## config.mk

```make
export PLATFORM = sky130hd
export DESIGN_NAME = ps2_host_tx
export DESIGN_NICKNAME = d
export VERILOG_FILES = /design/src/rtl/ps2_pkg.sv /design/src/rtl/ps2_line_sync.sv /design/src/rtl/ps2_host_tx.sv
export SDC_FILE = /design/constraint.sdc
export NUM_CORES = 1
export LEC_CHECK = 0
export ABC_AREA = 0
export BUFFER_PORTS_ARGS = -buffer_cell sky130_fd_sc_hd__buf_2
export CORE_MARGIN = 3
export CORE_UTILIZATION = 30
export DETAILED_ROUTE_END_ITERATION = 10
export PLACE_DENSITY = 0.52
export SLEW_MARGIN = 20
export SYNTH_ARGS = -nofsm -noshare
export SYNTH_HDL_FRONTEND = slang
export SYNTH_SLANG_ARGS = --single-unit
```

## constraint.sdc

```tcl
create_clock -name clk -period 2.4 [get_ports clk]
set_clock_uncertainty 0.1 [all_clocks]
set_input_delay 0.48 -clock clk [delete_from_list [all_inputs] [get_ports clk]]
set_output_delay 0.48 -clock clk [all_outputs]
set_load 0.01 [all_outputs]
```

## src/rtl/ps2_pkg.sv

```systemverilog
// Shared definitions for the PS/2 host transmitter and its line front end.
package ps2_pkg;

   // Transfer phases of a single host-to-device command byte.
   typedef enum logic [2:0] {
      ST_IDLE,
      ST_INHIBIT,
      ST_REQ,
      ST_SEND,
      ST_ACK,
      ST_RELEASE
   } ps2_state_e;

   // Common keyboard commands and the device acknowledge byte.
   localparam logic [7:0] PS2_CMD_SET_LED = 8'hED;
   localparam logic [7:0] PS2_CMD_RESET   = 8'hFF;
   localparam logic [7:0] PS2_CMD_ENABLE  = 8'hF4;
   localparam logic [7:0] PS2_ACK_BYTE    = 8'hFA;

   // Larger of two counts, used to size the shared cycle counter.
   function automatic int unsigned max_u(input int unsigned a, input int unsigned b);
      return (a > b) ? a : b;
   endfunction

endpackage

```

## src/rtl/ps2_line_sync.sv

```systemverilog
// Two-flop synchronizer for the PS/2 clock and data pins plus a falling-edge
// detector on the synchronized clock. Lines idle high, so the flops reset high
// and no spurious edge appears when reset is released.
module ps2_line_sync (
   input  logic clk,
   input  logic rst_n,
   input  logic clk_pin_i,
   input  logic data_pin_i,
   output logic clk_sync_o,
   output logic data_sync_o,
   output logic clk_fall_o
);

   logic [1:0] clk_ff_q;
   logic [1:0] data_ff_q;
   logic       clk_prev_q;

   // Synchronizer chains and previous synced clock level for edge detection.
   always_ff @(posedge clk or negedge rst_n) begin
      if (!rst_n) begin
         clk_ff_q   <= 2'b11;
         data_ff_q  <= 2'b11;
         clk_prev_q <= 1'b1;
      end else begin
         clk_ff_q   <= {clk_ff_q[0], clk_pin_i};
         data_ff_q  <= {data_ff_q[0], data_pin_i};
         clk_prev_q <= clk_ff_q[1];
      end
   end

   assign clk_sync_o  = clk_ff_q[1];
   assign data_sync_o = data_ff_q[1];
   // Combinational so the consumer acts on the third clk edge after the pin falls.
   assign clk_fall_o  = clk_prev_q & ~clk_ff_q[1];

endmodule

```

## src/rtl/ps2_host_tx.sv

```systemverilog
// PS/2 host-to-device transmitter: inhibits the bus, issues the request-to-send,
// shifts a command byte out on device clock falls, checks the ACK and reports
// completion (success, missing ACK or timeout) with a single done pulse.
module ps2_host_tx
   import ps2_pkg::*;
#(
   parameter int unsigned INHIBIT_CYC = 12_000,
   parameter int unsigned TIMEOUT_CYC = 2_000_000
) (
   input  logic       clk,
   input  logic       rst_n,
   input  logic       start,
   input  logic [7:0] din,
   input  logic       ps2_clk_i,
   input  logic       ps2_data_i,
   output logic       ps2_clk_oe,
   output logic       ps2_data_oe,
   output logic       busy,
   output logic       done,
   output logic       ack_err,
   output logic       timeout
);

   localparam int unsigned CNT_W = $clog2(max_u(INHIBIT_CYC, TIMEOUT_CYC) + 1);
   typedef logic [CNT_W-1:0] cnt_t;
   localparam cnt_t INHIBIT_LAST = cnt_t'(INHIBIT_CYC - 1);
   localparam cnt_t TIMEOUT_LAST = cnt_t'(TIMEOUT_CYC - 1);

   ps2_state_e state_q, state_d;
   logic [8:0] shift_q, shift_d;
   logic [3:0] bit_cnt_q, bit_cnt_d;
   cnt_t       cnt_q, cnt_d;
   logic       clk_oe_q, clk_oe_d;
   logic       data_oe_q, data_oe_d;
   logic       nack_q, nack_d;
   logic       done_q, done_d;
   logic       ack_err_q, ack_err_d;
   logic       timeout_q, timeout_d;

   logic clk_sync, data_sync, clk_fall, fall;
   logic abort;
   cnt_t cnt_inc;

   ps2_line_sync u_sync (
      .clk         (clk),
      .rst_n       (rst_n),
      .clk_pin_i   (ps2_clk_i),
      .data_pin_i  (ps2_data_i),
      .clk_sync_o  (clk_sync),
      .data_sync_o (data_sync),
      .clk_fall_o  (clk_fall)
   );

   // Device clock edges only matter once the device owns the clock.
   assign fall    = clk_fall & ((state_q == ST_SEND) | (state_q == ST_ACK));
   assign cnt_inc = cnt_q + cnt_t'(1);

   // Next-state and output decode; pad enables and status flags are registered.
   always_comb begin
      state_d   = state_q;
      shift_d   = shift_q;
      bit_cnt_d = bit_cnt_q;
      cnt_d     = cnt_q;
      clk_oe_d  = clk_oe_q;
      data_oe_d = data_oe_q;
      nack_d    = nack_q;
      done_d    = 1'b0;
      ack_err_d = 1'b0;
      timeout_d = 1'b0;
      abort     = 1'b0;
      case (state_q)
         ST_IDLE: begin
            clk_oe_d  = 1'b0;
            data_oe_d = 1'b0;
            // The done cycle still reports busy, so a start there is dropped.
            if (start && !done_q) begin
               shift_d   = {~^din, din};
               bit_cnt_d = 4'd0;
               cnt_d     = '0;
               nack_d    = 1'b0;
               clk_oe_d  = 1'b1;
               state_d   = ST_INHIBIT;
            end
         end
         ST_INHIBIT: begin
            if (cnt_q == INHIBIT_LAST) begin
               clk_oe_d  = 1'b0;
               data_oe_d = 1'b1;   // start bit, held through the request cycle
               state_d   = ST_REQ;
            end else begin
               cnt_d = cnt_inc;
            end
         end
         ST_REQ: begin
            cnt_d   = '0;
            state_d = ST_SEND;
         end
         ST_SEND: begin
            if (fall) begin
               cnt_d     = '0;
               bit_cnt_d = bit_cnt_q + 4'd1;
               if (bit_cnt_q == 4'd9) begin
                  data_oe_d = 1'b0;   // stop bit: line released
                  state_d   = ST_ACK;
               end else begin
                  data_oe_d = ~shift_q[0];
                  shift_d   = {1'b0, shift_q[8:1]};
               end
            end else if (cnt_q == TIMEOUT_LAST) begin
               abort = 1'b1;
            end else begin
               cnt_d = cnt_inc;
            end
         end
         ST_ACK: begin
            if (fall) begin
               cnt_d   = '0;
               nack_d  = data_sync;
               state_d = ST_RELEASE;
            end else if (cnt_q == TIMEOUT_LAST) begin
               abort = 1'b1;
            end else begin
               cnt_d = cnt_inc;
            end
         end
         ST_RELEASE: begin
            if (clk_sync && data_sync) begin
               done_d    = 1'b1;
               ack_err_d = nack_q;
               state_d   = ST_IDLE;
            end else if (cnt_q == TIMEOUT_LAST) begin
               abort = 1'b1;
            end else begin
               cnt_d = cnt_inc;
            end
         end
         default: begin
            clk_oe_d  = 1'b0;
            data_oe_d = 1'b0;
            state_d   = ST_IDLE;
         end
      endcase
      if (abort) begin
         clk_oe_d  = 1'b0;
         data_oe_d = 1'b0;
         done_d    = 1'b1;
         timeout_d = 1'b1;
         state_d   = ST_IDLE;
      end
   end

   // State and datapath registers; reset releases both lines immediately.
   always_ff @(posedge clk or negedge rst_n) begin
      if (!rst_n) begin
         state_q   <= ST_IDLE;
         shift_q   <= '0;
         bit_cnt_q <= '0;
         cnt_q     <= '0;
         clk_oe_q  <= 1'b0;
         data_oe_q <= 1'b0;
         nack_q    <= 1'b0;
         done_q    <= 1'b0;
         ack_err_q <= 1'b0;
         timeout_q <= 1'b0;
      end else begin
         state_q   <= state_d;
         shift_q   <= shift_d;
         bit_cnt_q <= bit_cnt_d;
         cnt_q     <= cnt_d;
         clk_oe_q  <= clk_oe_d;
         data_oe_q <= data_oe_d;
         nack_q    <= nack_d;
         done_q    <= done_d;
         ack_err_q <= ack_err_d;
         timeout_q <= timeout_d;
      end
   end

   assign ps2_clk_oe  = clk_oe_q;
   assign ps2_data_oe = data_oe_q;
   assign busy        = (state_q != ST_IDLE) | done_q;
   assign done        = done_q;
   assign ack_err     = ack_err_q;
   assign timeout     = timeout_q;

endmodule

```

# Word-level counts from Yosys, hierarchy flattened
# Cells that the tools add are included.
# word_totals
inputBits	13
word_cells	105
latchBits	0
ramBits	0
out_inout_bits	6
mem_bits_ro	0
reg_bits	48
n_memories	0
# classes
shifts	0
muxes	43
reduce_logical	19
multipliers	0
bitwise	6
div_mod_pow	0
eq_ne	22
addsub	2
magnitude_cmp	0
# op_table
op	n
21-bit two-way mux	5
21-bit case mux with 5 select lines	1
9-bit two-way mux	3
21-bit by 1-bit adder with 21-bit output (second input constant)	1
21-bit by 14-bit == test with 1-bit output (second input constant)	1
21-bit == test (second input constant)	1
3-bit two-way mux	7
1-bit two-way mux	18
3-bit case mux with 6 select lines	1
9-bit case mux with 2 select lines	1
3-bit != test (second input constant)	5
2-bit != test (second input constant)	6
3-bit AND reduction	3
4-bit two-way mux	2
4-bit case mux with 2 select lines	1
4-bit AND reduction	2
8-bit XNOR reduction	1
3-bit by 2-bit == test with 1-bit output (second input constant)	2
3-bit == test (second input constant)	2
1-bit case mux with 3 select lines	2
6-bit AND reduction	1
5-bit nonzero test	1
4-bit by 1-bit adder with 4-bit output (second input constant)	1
4-bit == test (second input constant)	1
16 further kinds	23

# Logic depth before layout (Yosys ltp)
# logic_depth
depth_word	7
mapped_depth	8
mapped_depth_nobuf	8

# By module
# Synthesis repeated with hierarchy kept, for this count alone.
# unflattened
cells_unflattened	315
area_unflattened_um2	2872.8
# modules_own_cells
module	seq_area_each_um2	area_per_inst_um2	n_inst	cells_per_inst
ps2_host_tx	1076.0	2727.6	1	309
ps2_line_sync	131.4	145.1	1	6

# Least setup slack after synthesis
# OpenSTA, ideal clock, no wires.
# synth_path
path_kind	register to register
startpoint	register cnt_q[0]
endpoint	register cnt_q[14]
path_stages_with_launch	8
period_less_slack_ns	2.056
setup_ns	0.104
path_slack_ns	0.344
arrival_ns	1.853
path_buffers	1
required_ns	2.196
path_cell_list	dfrtp_1 ha_1 and4_1 clkbuf_2 nand2_1 nor2_1 a211o_4 o41ai_2
# synth_between
elab_chain_cells	4
elab_cells_between_ends	10
cone_classes	add/sub: 1; eq/ne: 3; mux: 5; reduce/logical: 1
# synth_lines
element	line	text
start, declared	ps2_host_tx.sv:32	cnt_t cnt_q, cnt_d;
start signal, assigned	ps2_host_tx.sv:169	cnt_q <= cnt_d;
21-bit by 1-bit adder with 21-bit output or 21-bit == test (tied branches)	n/a	
21-bit two-way mux	ps2_host_tx.sv:109, ps2_host_tx.sv:120, ps2_host_tx.sv:131	
21-bit two-way mux, on equally long branches	ps2_host_tx.sv:127, ps2_host_tx.sv:116	
21-bit case mux with 5 select lines	ps2_host_tx.sv:71	case (state_q)
# Several ways; a longest one is shown, not always the timed one. The select of a mux whose other input is x is not followed.
# A chain may end at the register's enable or synchronous reset.

# Worst setup path after layout
# layout_path
startpoint	register state_q[2]
endpoint	output port busy
# layout_between
elab_chain_cells	2
# layout_lines
element	line	text
start, declared	ps2_host_tx.sv:29	ps2_state_e state_q, state_d;
start signal, assigned	ps2_host_tx.sv:166	state_q <= state_d;
3-bit nonzero test	ps2_host_tx.sv:181	assign busy = (state_q != ST_IDLE) | done_q;
1-bit bitwise OR	ps2_host_tx.sv:181	
end, declared	ps2_host_tx.sv:18	output logic busy,
# No other way between the ends.

==> run summary <==
Row cnt -> 34
Status -> complete, no violations
CTS tree -> done
Post-synthesis sequential area ratio -> 43.4%
Placed insts -> 419
Routed length per placed instance -> 14.6 um
CTS Buffer Depth -> 2
Crit path DAT -> 1.65 ns
LEAKAGE -> 1.36 nW
Hold_buf cts -> 0
Slew HR -> 55.1%
Antenna violations before repair -> 0
Critical path class -> flop to primary output
Final Hold Vio Count -> 0
Worst Hold Class -> primary input to asynchronous set/reset pin
Netlist cell types -> 60
Min Tclk post-route -> 2.23 ns
Max IR drop VDD -> 0.343 mV
Antenna Cells -> 0
Syn Area/Cell -> 9.46 um^2
R2r setup slk -> 0.22 ns
Resized cells post-CTS -> 0
Worst-Margin Slew -> 0.674 ns
Synthesized area -> 2780 um^2
Post-route insts no fill -> 427
Via density -> 5.31
Syn nets -> 312
Post-route worst setup slack -> 0.173 ns
RSZ-0062 raised after global routing -> false
IO Port Bufs -> 18
CTS Buf Count -> 5
Slew Viols, Final -> 0
DRT iter0 DRCs -> 132
Area Overhead vs Synth -> 14.4%
FF+latch area -> 1210 um^2
Ports -> 19
Die area -> 10500 um^2
Async S/R FF share, synth -> 100%
Endpoints failing setup -> 0
MaxCap Viol Count -> 0
# DRC -> 0
Die X -> 102 um
Multi-input logic area -> 1480 um^2
Synthesized flop and latch total -> 48
Total Routing Usage GR -> 12.9%
DRT Wirelength -> 6.25 mm
Cell Pwr Density -> 681 nW/um^2
Congestion Overflow GR -> 0
Final Cycle Share -> 92.8%
Crit Path Max Fanout -> 8
Post-CTS setup buffers -> 0
Pre-CTS WS -> 0.218 ns
Final net count -> 336
Worst-Skew Late Latency -> 0.31 ns
Vias in the first global route -> 2216
CTS sink cnt -> 48
H-tree depth -> 2
Initial DRT Pass Iterations -> 4
Layout fillers -> 916
Number of flops mapped to enable cells by yosys -> 0
Die height -> 102 um
Syn Inst Count -> 294
Largest net degree at the start of global routing -> 30
CP Launch Type -> flop
GP Congestion -> 0.783
DPL Wire Length -> 4.65 mm
Via count -> 2268
Fmax -> 449 MHz
Final ANT Viol Nets -> 0
Ys flop type -> dfrtp_1
CP endpoint kind -> primary output
Worst-path clk slew -> 0.10 ns
Synth warn -> 0
Root Buffer -> clkbuf_8
Share of cells above drive strength 1 -> 20.1%
Final TNS setup -> 0 ns
Placeable core area -> 8850 um^2
Initial core utilization -> 31.4%
Req. time, crit path -> 1.82 ns
First-pass GRT wire length -> 10.8 mm
-- cells by family after synthesis --
kind of cell	after synthesis	synth area share [%]
compound gates	85	21.1
flops	48	43.4
simple gates	119	23.5
buf+inv	19	3.64
xor+xnor	9	2.84
fa+ha+maj	5	2.25
mux	9	3.24
-- path summary, 6_finish.rpt --
check,startpoint,to,cells after the start
min reg2reg,u_sync.clk_ff_q[0],u_sync.clk_ff_q[1],0
min in group clk,ps2_clk_i,u_sync.clk_ff_q[0],1
max reg2reg,cnt_q[0],cnt_q[8],6
min,rst_n,cnt_q[16],1
max,state_q[2],busy,4
max in group asynchronous,rst_n,u_sync.clk_ff_q[0],2
-- per-layer routing --
| metal | part of all wire [%] | GRT usage [%] |
|---|---|---|
| met5 | 0 | 0 |
| met4 | 0.72 | 3.33 |
| met3 | 2.7 | 2.46 |
| met2 | 49 | 20.9 |
| met1 | 47 | 17.7 |
-- critical path, cell delays in order (launching register included) --
cell and delay [ns]:
dfrtp_1 0.45, buf_4 0.19, nor3_1 0.46, nand2b_1 0.10, buf_2 0.15
-- cells in the final DEF (no fill, tap or decap), drive strengths merged, types with 7 or more instances in the layout --
cell type	count
a21oi	11
buf	32
dfrtp	43
mux2i	9
nand2	33
nand3	13
nor2	28
nor2b	8
o21ai	41
xnor2	7
-- stage by stage --
stage / hold WS [ns] / util (%) / total power [mW] / instance area (um^2)
2_1_floorplan: 0.0844 / - / 1.35 / 2780
3_3_place_gp: 0.246 / 34.3 / 1.46 / 3040
3_5_place_dp: 0.247 / 34.3 / 1.47 / 3040
4_1_cts: 0.0486 / 35.9 / 2.19 / 3170
5_1_grt: 0.0579 / 35.9 / 2.32 / 3180
6_report: 0.0267 / 35.9 / 2.17 / 3180
-- cell usage after synthesis (2+ instances only) --
cell,count,area share (%)
and3_1,5,1.1
a21oi_1,10,1.8
nand3_1,13,2.3
o211ai_1,2,0.54
buf_4,3,0.81
buf_2,8,1.4
inv_1,4,0.54
a22o_1,2,0.63
nor4_1,2,0.45
dfrtp_1,43,39
xnor2_1,7,2.2
and4_1,2,0.63
nand4_1,6,1.4
o41ai_2,2,1.2
and2b_1,2,0.54
mux2i_1,9,3.2
nor2b_1,6,1.4
nand2_1,33,4.5
nor2_1,28,3.8
o311ai_1,2,0.63
o21ai_1,2,0.36
a31oi_1,6,1.4
dfstp_2,5,4.7
ha_1,5,2.3
nor3_1,3,0.54
o31ai_1,4,1.1
nand2b_1,4,0.90
o21ai_0,38,6.8
xor2_1,2,0.63
o22ai_1,3,0.68
nor3b_1,3,0.81
a41oi_1,2,0.63
-- registers in the layout, summed over array words and instances, names as in the netlist, 2 cells and up --
name and count:
bit_cnt_q 4, cnt_q 21, shift_q 9, state_q 3, u_sync.clk_ff_q 2, u_sync.data_ff_q 2
-- area by class of cell --
type / instances / share of cell area [%]
clock buffer: 5 / 2.16
sequential: 48 / 38.0
tap: 108 / 4.25
clock inverter: 3 / 2.16
inverter: 4 / 0.472
multi-input combinational: 227 / 46.4
timing repair buffer: 32 / 6.53
-- power breakdown --
group          internal (mW)  switching (mW)  leakage, nW  total, mW
Clock                  0.420           0.296       0.0687      0.716
Sequential             0.958           0.140        0.619       1.10
Combinational          0.169           0.183        0.674      0.352
Power figures use the tool's default switching activity.
